[src/rtl/bcd_display_pkg.sv]
// Shared segment encodings and width helpers for the BCD display scanner.
package bcd_display_pkg;

  // Active-high segment patterns, bit order {g,f,e,d,c,b,a}
  localparam logic [6:0] SEG_0     = 7'h3F;
  localparam logic [6:0] SEG_1     = 7'h06;
  localparam logic [6:0] SEG_2     = 7'h5B;
  localparam logic [6:0] SEG_3     = 7'h4F;
  localparam logic [6:0] SEG_4     = 7'h66;
  localparam logic [6:0] SEG_5     = 7'h6D;
  localparam logic [6:0] SEG_6     = 7'h7D;
  localparam logic [6:0] SEG_7     = 7'h07;
  localparam logic [6:0] SEG_8     = 7'h7F;
  localparam logic [6:0] SEG_9     = 7'h6F;
  localparam logic [6:0] SEG_DASH  = 7'h40;
  localparam logic [6:0] SEG_BLANK = 7'h00;

  function automatic int idx_width(input int num_digits);
    return (num_digits < 2) ? 1 : $clog2(num_digits);
  endfunction

  function automatic int div_width(input int refresh_div);
    return (refresh_div < 2) ? 1 : $clog2(refresh_div);
  endfunction

endpackage

[src/rtl/bcd_display_scanner_decoder.sv]
// Combinational BCD to 7-segment decoder; codes 10..15 render as a dash.
module bcd_seg_decoder
  import bcd_display_pkg::*;
(
  input  logic [3:0] value,
  input  logic       blank,
  output logic [6:0] seg
);

  always_comb begin
    seg = SEG_DASH;
    if (blank) begin
      seg = SEG_BLANK;
    end else begin
      case (value)
        4'd0:    seg = SEG_0;
        4'd1:    seg = SEG_1;
        4'd2:    seg = SEG_2;
        4'd3:    seg = SEG_3;
        4'd4:    seg = SEG_4;
        4'd5:    seg = SEG_5;
        4'd6:    seg = SEG_6;
        4'd7:    seg = SEG_7;
        4'd8:    seg = SEG_8;
        4'd9:    seg = SEG_9;
        default: seg = SEG_DASH;
      endcase
    end
  end

endmodule

[src/rtl/bcd_display_scanner.sv]
// Time-multiplexed 7-segment scanner with snapshot hold, leading-zero
// blanking and a sticky overflow indicator on the MSD decimal point.
module bcd_display_scanner
  import bcd_display_pkg::*;
#(
  parameter int NUM_DIGITS  = 4,
  parameter int REFRESH_DIV = 1000
) (
  input  logic                    clk,
  input  logic                    rst,
  input  logic [4*NUM_DIGITS-1:0] digits,
  input  logic                    tc_in,
  input  logic                    hold,
  input  logic                    blank_lz,
  input  logic                    clr_ovf,
  output logic [6:0]              seg,
  output logic [NUM_DIGITS-1:0]   an,
  output logic                    dp,
  output logic                    ovf
);

  localparam int IDX_W = idx_width(NUM_DIGITS);
  localparam int DIV_W = div_width(REFRESH_DIV);
  localparam logic [IDX_W-1:0] LAST_IDX = IDX_W'(NUM_DIGITS - 1);
  localparam logic [DIV_W-1:0] LAST_DIV = DIV_W'(REFRESH_DIV - 1);

  logic [4*NUM_DIGITS-1:0] snap;
  logic [DIV_W-1:0]        div;
  logic [IDX_W-1:0]        idx;
  logic [NUM_DIGITS-1:0]   blank_mask;
  logic                    zero_run;
  logic [3:0]              cur_digit;
  logic                    cur_blank;
  logic [6:0]              seg_next;

  always_ff @(posedge clk or posedge rst) begin
    if (rst) begin
      snap <= '0;
    end else if (!hold) begin
      snap <= digits;
    end
  end

  // Scanning free-runs regardless of hold so the display never stalls
  always_ff @(posedge clk or posedge rst) begin
    if (rst) begin
      div <= '0;
      idx <= '0;
    end else if (div == LAST_DIV) begin
      div <= '0;
      idx <= (idx == LAST_IDX) ? '0 : idx + 1'b1;
    end else begin
      div <= div + 1'b1;
    end
  end

  // A digit is a leading zero when it and all more significant digits are 0
  always_comb begin
    zero_run   = 1'b1;
    blank_mask = '0;
    for (int i = NUM_DIGITS - 1; i >= 1; i--) begin
      zero_run      = zero_run && (snap[4*i +: 4] == 4'd0);
      blank_mask[i] = blank_lz && zero_run;
    end
  end

  always_comb begin
    cur_digit = snap[3:0];
    cur_blank = 1'b0;
    for (int i = 0; i < NUM_DIGITS; i++) begin
      if (idx == IDX_W'(i)) begin
        cur_digit = snap[4*i +: 4];
        cur_blank = blank_mask[i];
      end
    end
  end

  bcd_seg_decoder u_decoder (
    .value (cur_digit),
    .blank (cur_blank),
    .seg   (seg_next)
  );

  // Set has priority over clear so a coincident terminal count is never lost
  always_ff @(posedge clk or posedge rst) begin
    if (rst) begin
      ovf <= 1'b0;
    end else if (tc_in) begin
      ovf <= 1'b1;
    end else if (clr_ovf) begin
      ovf <= 1'b0;
    end
  end

  always_ff @(posedge clk or posedge rst) begin
    if (rst) begin
      seg <= SEG_BLANK;
      an  <= '0;
      dp  <= 1'b0;
    end else begin
      seg <= seg_next;
      an  <= NUM_DIGITS'(1) << idx;
      dp  <= ovf && (idx == LAST_IDX);
    end
  end

endmodule

[config.mk]
export PLATFORM = sky130hd
export DESIGN_NAME = bcd_display_scanner
export DESIGN_NICKNAME = d
export VERILOG_FILES = /design/src/rtl/bcd_display_pkg.sv /design/src/rtl/bcd_display_scanner_decoder.sv /design/src/rtl/bcd_display_scanner.sv
export SDC_FILE = /design/constraint.sdc
export NUM_CORES = 1
export LEC_CHECK = 0
export BUFFER_PORTS_ARGS = -buffer_cell sky130_fd_sc_hd__buf_2
export CAP_MARGIN = 5
export CORE_UTILIZATION = 40
export DETAILED_ROUTE_END_ITERATION = 8
export HOLD_SLACK_MARGIN = 0.08
export PLACE_DENSITY = 0.66
export SYNTH_ARGS = -nofsm -noshare
export SYNTH_HDL_FRONTEND = slang
export SYNTH_SLANG_ARGS = --single-unit
[constraint.sdc]
create_clock -name clk -period 2.1 [get_ports clk]
set_clock_uncertainty 0.1 [all_clocks]
set_input_delay 0.42 -clock clk [delete_from_list [all_inputs] [get_ports clk]]
set_output_delay 0.42 -clock clk [all_outputs]
set_load 0.03 [all_outputs]
Word-level counts from Yosys, hierarchy flattened
Memories as Yosys holds them, arrays and structs flattened.
Index checks and enable logic that the tools add are counted.
{"block": "totals", "register_bits": 41, "rom_bits": 112, "input_bits": 22, "out_inout_bits": 13, "mem_count": 1}
{"block": "op_classes", "n_addsub": 2, "eq_ne": 4, "n_shift": 1, "muxes": 11, "n_reduce_logical": 10}
{"name": "(name not given)", "words": 16, "width": 7, "read_ports": 1, "rd_ports_with_merged_regs": 0, "wr": 0, "line": "bcd_display_scanner_decoder.sv:15", "source": "case (value)"}
{"op": "$logic_not A4 Y1", "count": 3}
{"op": "$mux W4", "count": 3}
{"op": "$add A10 B1 Y10 const B", "count": 1}
{"op": "$eq A10 B10 Y1 const B", "count": 1}
{"op": "$mux W10", "count": 1}
{"op": "$mux W7", "count": 1}
{"op": "$logic_and A1 B1 Y1", "count": 6}
{"op": "$mux W1", "count": 5}
{"op": "$eq A2 B2 Y1 const B", "count": 2}
{"op": "$shl A1 B2 Y4 const A", "count": 1}
{"op": "$add A2 B1 Y2 const B", "count": 1}
{"op": "$eq A2 B1 Y1 const B", "count": 1}
{"op": "$mux W2", "count": 1}
{"op": "$reduce_bool A2 Y1", "count": 1}

Logic depth before layout (Yosys ltp)
{"block": "depth", "ltp_word": 8, "depth_mapped": 10}

Hierarchy
A second synthesis with hierarchy kept.
{"block": "hier_totals", "cells_unflattened": 170, "area_unflattened_um2": 1940.6}
{"mod": "bcd_display_scanner", "n_inst": 1, "cells_per_inst": 137, "area_each_um2": 1726.7, "seq_area_each_um2": 1026.0}
{"mod": "bcd_seg_decoder", "n_inst": 1, "cells_per_inst": 33, "area_each_um2": 214.0, "seq_area_each_um2": 0.0}

Worst setup path before layout
OpenSTA, ideal clock, no wires.
{"block": "synth_path", "path_kind": "flip-flop to flip-flop", "startpoint": "register idx[0]", "endpoint": "register seg[0]", "setup_time_ns": 0.094, "arrival_time_ns": 1.897, "required_ns": 1.906, "setup_slack_ns": 0.009, "stages_incl_launch_ff": 7, "n_path_buf": 1, "cell_sequence": "dfrtp_1 ha_1 buf_2 a221o_1 ha_1 or2b_1 a221oi_2"}
{"block": "synth_between", "elab_chain_len": 6, "word_cells_on_any_way": 11, "classes_between": "eq/ne: 3; mux: 7; memory: 1"}
{"item": "start, declared", "line": "bcd_display_scanner.sv:29", "source": "logic [IDX_W-1:0] idx;"}
{"item": "start signal, assigned", "line": "bcd_display_scanner.sv:51", "source": "idx <= (idx == LAST_IDX) ? '0 : idx + 1'b1;"}
{"item": "$eq A2 B1 Y1", "line": "bcd_display_scanner.sv:71", "source": "if (idx == IDX_W'(i)) begin"}
{"item": "$mux W4 (3 in a row)", "line": "bcd_display_scanner.sv:71"}
{"item": "$mem_v2 Z16 W7"}
{"item": "$mux W7 *", "line": "bcd_display_scanner_decoder.sv:12", "source": "if (blank) begin"}
{"item": "named net seg_next[0]", "line": "bcd_display_scanner.sv:34", "source": "logic [6:0] seg_next;"}
{"item": "end signal, assigned", "line": "bcd_display_scanner.sv:101", "source": "seg <= seg_next;"}
{"item": "end, declared", "line": "bcd_display_scanner.sv:16", "source": "output logic [6:0] seg,"}
The timed path passes the listed nets; every way through them passes the cells marked *.
A chain may end at the register's enable or synchronous reset.

Worst setup path after layout
{"block": "layout_path", "startpoint": "register idx[1]", "endpoint": "register seg[0]"}
The elaborated chain is that of the path after synthesis.

==> impl_metrics.csv <==
group,metric,value,unit
outcome,status,"finished, final reports clean",
logic_synthesis,ys_types,41,
placed_design,place_area,2330,sq um
cts,cts.sink_count,41,
sta,max_slew_margin,66.4,%
global_route,grt_pass1_vias,1305,
die,die_x,72.3,um
cts,cts_buffers,5,
hold_path,hold_class,"in -> async",
finish,antenna_cells,0,
cts,htreeDepth,2,
setup_path,path_cells,"inv_2, ha_4, buf_4, mux2_4, o211a_4, o21a_4, a221oi_2",
cts,postCtsHoldBufs,0,
power_and_ir_drop,powerDensity,748,nW/um^2
cts,tritoncts,"built",
detailed_routing,viasPerCell,4.72,
setup_path,crit_required,2200,ps
setup_path,path_delay_family,"compound AO/OA/AOI/OAI gates",
detailed_routing,dr.pass1.iters,4,
global_route,antenna_found_initial,0,
setup_path,start_kind,"flip-flop",
flow_run,drv_cap,0,
logic_synthesis,synth-seq-cells,41,
setup_path,critPathArrivalTime,2150,ps
finish,nNetsFinal,247,
global_route,grt_overflow_total,0,
logic_synthesis,netlist_area,1980,sq um
cts,insertion_delay,290,ps
placed_design,port_buffers,34,
die,die_y,72.3,um
finish,fillers,427,
global_route,grtUsageTotal,15.5,%
sta,tns,0,ps
sta,drv_slew,0,
detailed_routing,drt-total-wl,3650,um
global_route,grt_max_degree,42,
logic_synthesis,synth_edf_count,0,
logic_synthesis,yosysSeqAreaShare,51.9,%
setup_path,path_max_fanout,5,
detailed_routing,initialDrtViolationCount,81,
die,start_util,41.8,%
cts,clk_path_buf_depth,2,
detailed_routing,ant_nets,0,
cts,clockRootBuffer,"clkbuf_8",
logic_synthesis,syn_nets,192,
sta,finalHoldViolCount,0,
finish,syn_to_final_growth,27.8,%
detailed_routing,drc,0,
setup_path,crit_buf_inv,2,
die,rows,25,
finish,design_area,2520,sq um
sta,period_minus_slack,2050,ps
setup_path,cp-end-kind,"flip-flop",
sta,finalSetupViolCount,0,
detailed_routing,wl_per_cell,12.8,um
die,dieArea,5220,sq um
die,core_area,4720,sq um
die,io_pins,35,
finish,drive_gt1_share,45.6,%
placed_design,dp_hpwl,2660,um
setup_path,path_class,"reg -> reg",
sta,tightest_slew,504,ps
sta,rsz0062_at_grt,"true",
placed_design,gp_congestion,0.824,
global_route,grt_pass1_wl,6070,um
power_and_ir_drop,p_leak,0.00116,uW
setup_path,critPathMaxStageDelay,460,ps
logic_synthesis,synthCells,161,
logic_synthesis,ys.flop_type,"dfrtp_1",
sta,clock.fmax,489,MHz
sta,fin_crit_sh,97.4,%
logic_synthesis,ys_warn_count,0,
power_and_ir_drop,peakVddDrop,0.000322,V
logic_synthesis,async_flop_share,100,%
detailed_routing,via_count,1340,
cts,clkSlewWorstSetupHoldPaths,80,ps
setup_path,critPathSlowestCell,"dfrtp_2",
logic_synthesis,avgSynthCellArea,12.3,sq um
==> metrics by stage <==
stage	setup slack [ps]	util, %	power, uW	cells	hold WS (ps)
finish	54.5	53.5	1890	284	145
global route	-27.4	53.5	1960	284	188
CTS	5.81	52.5	1900	282	165
detailed placement	-54.8	49.3	1160	274	354
global placement	15.1	49.3	1150	274	353
floorplan	9.49	-	1070	161	333
==> cells in the final DEF, fill, tap and decap left out, drive strengths merged, types with 5 or more instances in the layout <==
master  netlist  routed
buf           4      53
ha            9       9
nand3         5       5
clkbuf        1       5
nor2         10      10
dfrtp        41      41
inv          10      10
a21oi         7       7
mux2         19      19
nand2         6       6
==> sequential cells by signal, summed over array words and instances (netlist names) <==
| register | cells |
|---|---|
| an | 4 |
| div | 10 |
| dp | 1 |
| idx | 2 |
| ovf | 1 |
| seg | 7 |
| snap | 16 |
==> Yosys cell counts (all sizes together), types with 5 or more instances <==
cell type	number	area, sq um
a21oi	7	35.0
inv	10	37.5
dfrtp	41	1030
nor2	10	37.5
mux2	19	218
ha	9	113
nand2	6	22.5
nand3	5	25.0
==> worst min-delay path: cells and delay by family <==
family	cells	cell delay, ps
buffers and inverters	3	560
==> report_power, final <==
part | total [uW] | leakage [uW] | internal, uW | switching (uW)
registers | 872 | 0.000493 | 842 | 29.3
clock network | 747 | 0.0000681 | 472 | 275
logic | 270 | 0.000602 | 122 | 148
total | 1890 | 0.00116 | 1440 | 452
==> cell type report <==
class	count	area (sq um)	share of cell area [%]
well taps	67	83.8	3.32
flip-flops and latches	41	1030	40.7
multi-input cells	105	928	36.8
inverters	10	37.5	1.49
repair buffers	53	313	12.4
clock inverters	3	65.1	2.58
clock buffers	5	68.8	2.73
==> what timing repair did <==
item	in CTS	in global routing
setup buffers	0	2
gates cloned	0	0
gates resized for setup	5	10
pin swaps	1	5
endpoints found under the setup margin	5	7
==> cells by family after synthesis <==
logic type	after synthesis	share of synthesized area, %
AO/OA/AOI/OAI	25	11.3
flip-flops	41	51.9
XOR/XNOR	7	3.10
buffers and inverters	15	3.36
multiplexers	23	13.0
adder cells (fa/ha/maj)	9	5.70
AND/OR/NAND/NOR	41	11.6
==> layer usage <==
metal | track usage, % | vias up | share of wire (%)
li1 | - | 677 | -
met3 | 4.31 | 6 | 3.7
met2 | 24.6 | 28 | 47
met1 | 20.1 | 629 | 48
met5 | 0 | - | 0
met4 | 5.88 | 0 | 1.6
==> final timing paths <==
check	from	slack (ps)	cells after the start	end
setup / recovery	idx[1]	50	7	seg[0]
hold / removal	rst	140	3	an[2]
setup reg to reg	idx[1]	50	7	seg[0]
hold reg to reg	div[0]	360	1	div[0]
max in group asynchronous	rst	1380	3	idx[0]
min in group clk	tc_in	200	2	ovf
(Power assumes the default switching activity.)
